===== src/rtl/four_bit_magnitude_comparator_pkg.sv =====
// Shared types and encodings for the magnitude comparator.
// Result vector layout matches {less, equal, greater}.
package four_bit_magnitude_comparator_pkg;

  localparam int CMP_WIDTH = 4;

  localparam logic [2:0] RES_LESS    = 3'b100;
  localparam logic [2:0] RES_EQUAL   = 3'b010;
  localparam logic [2:0] RES_GREATER = 3'b001;
  localparam logic [2:0] RES_NONE    = 3'b000;

  typedef struct packed {
    logic gt;
    logic eq;
    logic lt;
  } cascade_t;

  localparam cascade_t CASCADE_SEED = '{
    gt: 1'b0,
    eq: 1'b1,
    lt: 1'b0
  };

  function automatic logic [2:0] to_result(
    input cascade_t c
  );
    return {c.lt, c.eq, c.gt};
  endfunction

endpackage


===== src/rtl/four_bit_magnitude_comparator_bit_compare_cell.sv =====
// One bit of the MSB-first compare cascade.
// Resolves on its own bit only while higher bits are still equal.
module bit_compare_cell
  import four_bit_magnitude_comparator_pkg::*;
(
  input  logic a_i,
  input  logic b_i,
  input  logic gt_in,
  input  logic eq_in,
  input  logic lt_in,
  output logic gt_out,
  output logic eq_out,
  output logic lt_out
);

  cascade_t res;

  always_comb begin
    res = '{gt: gt_in, eq: eq_in, lt: lt_in};
    if (eq_in) begin
      unique case (1'b1)
        (a_i & ~b_i): res = '{gt: 1'b1, eq: 1'b0, lt: 1'b0};
        (~a_i & b_i): res = '{gt: 1'b0, eq: 1'b0, lt: 1'b1};
        default:      res = '{gt: 1'b0, eq: 1'b1, lt: 1'b0};
      endcase
    end
  end

  assign gt_out = res.gt;
  assign eq_out = res.eq;
  assign lt_out = res.lt;

endmodule


===== src/rtl/four_bit_magnitude_comparator.sv =====
// Registered unsigned magnitude comparator.
// Cascade of per-bit cells, LSB cell result registered into one-hot flags.
module four_bit_magnitude_comparator
  import four_bit_magnitude_comparator_pkg::*;
#(
  parameter int WIDTH = CMP_WIDTH
) (
  input  logic             clk,
  input  logic             rst,
  input  logic [WIDTH-1:0] A,
  input  logic [WIDTH-1:0] B,
  output logic             less,
  output logic             equal,
  output logic             greater
);

  cascade_t res;

  // Each stage owns its wires; stage i reads stage i+1 (more significant).
  for (genvar i = WIDTH - 1; i >= 0; i--) begin : g_cell
    logic gt_c;
    logic eq_c;
    logic lt_c;
    logic gt_p;
    logic eq_p;
    logic lt_p;

    if (i == WIDTH - 1) begin : g_seed
      assign gt_p = CASCADE_SEED.gt;
      assign eq_p = CASCADE_SEED.eq;
      assign lt_p = CASCADE_SEED.lt;
    end else begin : g_link
      assign gt_p = g_cell[i+1].gt_c;
      assign eq_p = g_cell[i+1].eq_c;
      assign lt_p = g_cell[i+1].lt_c;
    end

    bit_compare_cell u_cell (
      .a_i    (A[i]),
      .b_i    (B[i]),
      .gt_in  (gt_p),
      .eq_in  (eq_p),
      .lt_in  (lt_p),
      .gt_out (gt_c),
      .eq_out (eq_c),
      .lt_out (lt_c)
    );
  end

  assign res = '{
    gt: g_cell[0].gt_c,
    eq: g_cell[0].eq_c,
    lt: g_cell[0].lt_c
  };

  always_ff @(posedge clk) begin
    if (rst) begin
      {less, equal, greater} <= RES_NONE;
    end else begin
      {less, equal, greater} <= to_result(res);
    end
  end

endmodule


===== config.mk =====
export PLATFORM = sky130hd
export DESIGN_NAME = four_bit_magnitude_comparator
export DESIGN_NICKNAME = d
export VERILOG_FILES = /design/src/rtl/four_bit_magnitude_comparator_pkg.sv /design/src/rtl/four_bit_magnitude_comparator_bit_compare_cell.sv /design/src/rtl/four_bit_magnitude_comparator.sv
export SDC_FILE = /design/constraint.sdc
export NUM_CORES = 1
export LEC_CHECK = 0
export CAP_MARGIN = 40
export CORE_AREA = 5 5 42 44
export DETAILED_ROUTE_END_ITERATION = 12
export DIE_AREA = 0 0 47 49
export GPL_ROUTABILITY_DRIVEN = 1
export PLACE_DENSITY_LB_ADDON = 0.1
export SYNTH_ARGS = -nofsm -noshare
export SYNTH_HDL_FRONTEND = slang
export SYNTH_SLANG_ARGS = --single-unit

===== constraint.sdc =====
create_clock -name clk -period 1.4 [get_ports clk]
set_input_delay 0.42 -clock clk [delete_from_list [all_inputs] [get_ports clk]]
set_output_delay 0.42 -clock clk [all_outputs]
set_load 0.02 [all_outputs]

==> metrics <==
final setup fails 0; CTS max path bufs 2; status completed; cell count after synthesis 31; CP startpoint kind flop; Post-synth top cells 8 x ha_1, 8 x inv_1, 3 x dfxtp_1, 3 x nor3b_1; leading area contributor after synthesis ha_1; Antenna Nets Post-Route 0; Netlist Area Pre-Place 262.8 µm²; Async SR Flop Fraction 0; vias in the first global route 294; Die Span Y 49 µm; Post-Synth Simple-Gate Area 0.1714; pin count of the biggest net entering global routing 6; pwr dens 753.4 nW/µm²; Slew headroom 0.8586; gr usage total 0.07530; # IOs 13; via/cell ratio 3.969; min cycle time layout 1289 ps; Post-Synth Adder-Cell Area 0.3810; synthesized area per cell 8.476 µm²; CP Cell Sequence dlygate4sd2_1; clock sink count 3; first-pass GRT wire length 1.214 mm; most frequently used flop master after synthesis dfxtp_1; input/output buffers 12; DRT iter0 DRCs 2; Distinct cells, synth 9; fin crit share 0.9210; gp weighted congestion 0.7481; CORE AREA 1401 µm²; multiplexer share of the synthesized area 0; slowest cell on the critical path dlygate4sd2_1; crit-path max FO 1; Antenna Cells 0; yosys warns 0; via count 258; dpl hpwl 502.6 µm; dominant cells by area after synthesis ha_1 38%, dfxtp_1 23%, inv_1 11%; number of hold buffers added after cts 0; Syn-to-layout area delta 91.43%; final hold slack 718.7 ps; unrepaired setup endpoints after global routing no; Root Driver clkbuf_4; Pins Over Slew Limit 0; initial antenna violation count 0; DR DRC count 0; CP Data Arrival Time 870 ps; CP endpoint kind output port; Final TNS setup 0 ps; drt total wl 623 µm; Yosys reg bits 3; XOR/XNOR Fraction of Synth Area 0; Post-synth EDFFs 0; CTS tree done; Largest stage delay, worst path 330 ps; Lkg Pwr 0.2498 nW; Num CTS Buffers 3; die area 2303 µm²; NumNets Final 68; Max VDD drop 0.3076 mV; post-synthesis net count 49; Final Hold Violating Endpoints 0; max frequency 775.5 MHz; CTS H-Tree Depth 1; register area share after synthesis 0.2286; post-synthesis compound-gate area fraction 0.1048; setup bufs post-CTS 0; share of layout cells above drive strength 1 0.3061; worst slew pin tran 212.9 ps; fin util 0.3589; First-pass DRT Iterations 2; Top Family by Delay on Critical Path buffers and inverters; clock-pin slew on the worst setup and hold paths 40 ps; final setup margin 110.6 ps; Initial Util 0.1875; die width 47 µm; WP data required 980 ps; combinational family with the most area after synthesis adder cells; total global routing overflow 0; DP Worst Slack -450.3 ps; Maximum Capacitance Violations 0; num rows 14; Hold Path Class in2reg; kind of critical path reg2out; Synth top area share 0.3810; WL/cell 9.585 µm; buffers and inverters on the worst path 1
-- layout make-up --
cell class	count	area, µm²
fill	161	898.4
multi-input combinational	20	239.0
timing repair buffer	14	127.6
sequential	3	60.06
inverter	8	30.03
clock buffer	4	26.28
tap	16	20.02
-- state kept, by name, indices dropped and copies added, names as in the netlist --
signal / cells
equal: 1
less: 1
greater: 1
-- logic make-up after synthesis --
family,after synthesis
adder cells (fa/ha/maj),8
flip-flops,3
AND/OR/NAND/NOR,8
AO/OA/AOI/OAI,4
buffers and inverters,8
-- placed cells by master, fill, tap and decap left out --
cell type        n
ha_1             5
inv_2            3
o22ai_1          1
ha_4             3
dfxtp_1          3
inv_1            5
buf_4            2
nand3_4          1
nor3b_2          2
nor3_1           2
nor3b_1          1
clkbuf_1         1
nor2_1           2
clkdlybuf4s50_1  3
o22ai_2          1
dlymetal6s2s_1   1
dlygate4sd2_1    8
clkbuf_4         3
o21a_1           2
-- routing by layer --
metal	part of all wire	global-route usage	vias to the layer above	wire length [µm]
met2	0.56	0.1154	7	346
met4	0	0.05530	0	0
met5	0	0	-	0
met3	0.067	0.03321	0	42
li1	-	-	138	-
met1	0.38	0.07675	113	235
-- per-stage QoR --
step	instances	power (mW)	instance area [µm²]
4_1_cts	65	0.3852	495.5
3_5_place_dp	61	0.2082	417.9
3_3_place_gp	61	0.2055	417.9
2_1_floorplan	31	0.1511	262.8
6_report	65	0.3789	503.0
5_1_grt	65	0.4125	503.0
-- worst paths after layout --
kind	start	to	slack (ps)	cells past startpoint
setup / recovery	greater	greater	110	1
hold / removal	B[3]	less	720	4
-- what timing repair did --
item / CTS / global route
resized for setup: 18 / 2
pin swaps: 3 / 1
endpoints found under the setup margin: 6 / 2
-- report_power, final --
| group | leakage (nW) | switching (mW) | internal [mW] |
|---|---|---|---|
| Clock | 0.0150 | 0.0457 | 0.107 |
| Combinational | 0.210 | 0.0590 | 0.0725 |
| Sequential | 0.0247 | 0.00166 | 0.0931 |
Note: power is estimated with default switching activity, not from simulation.
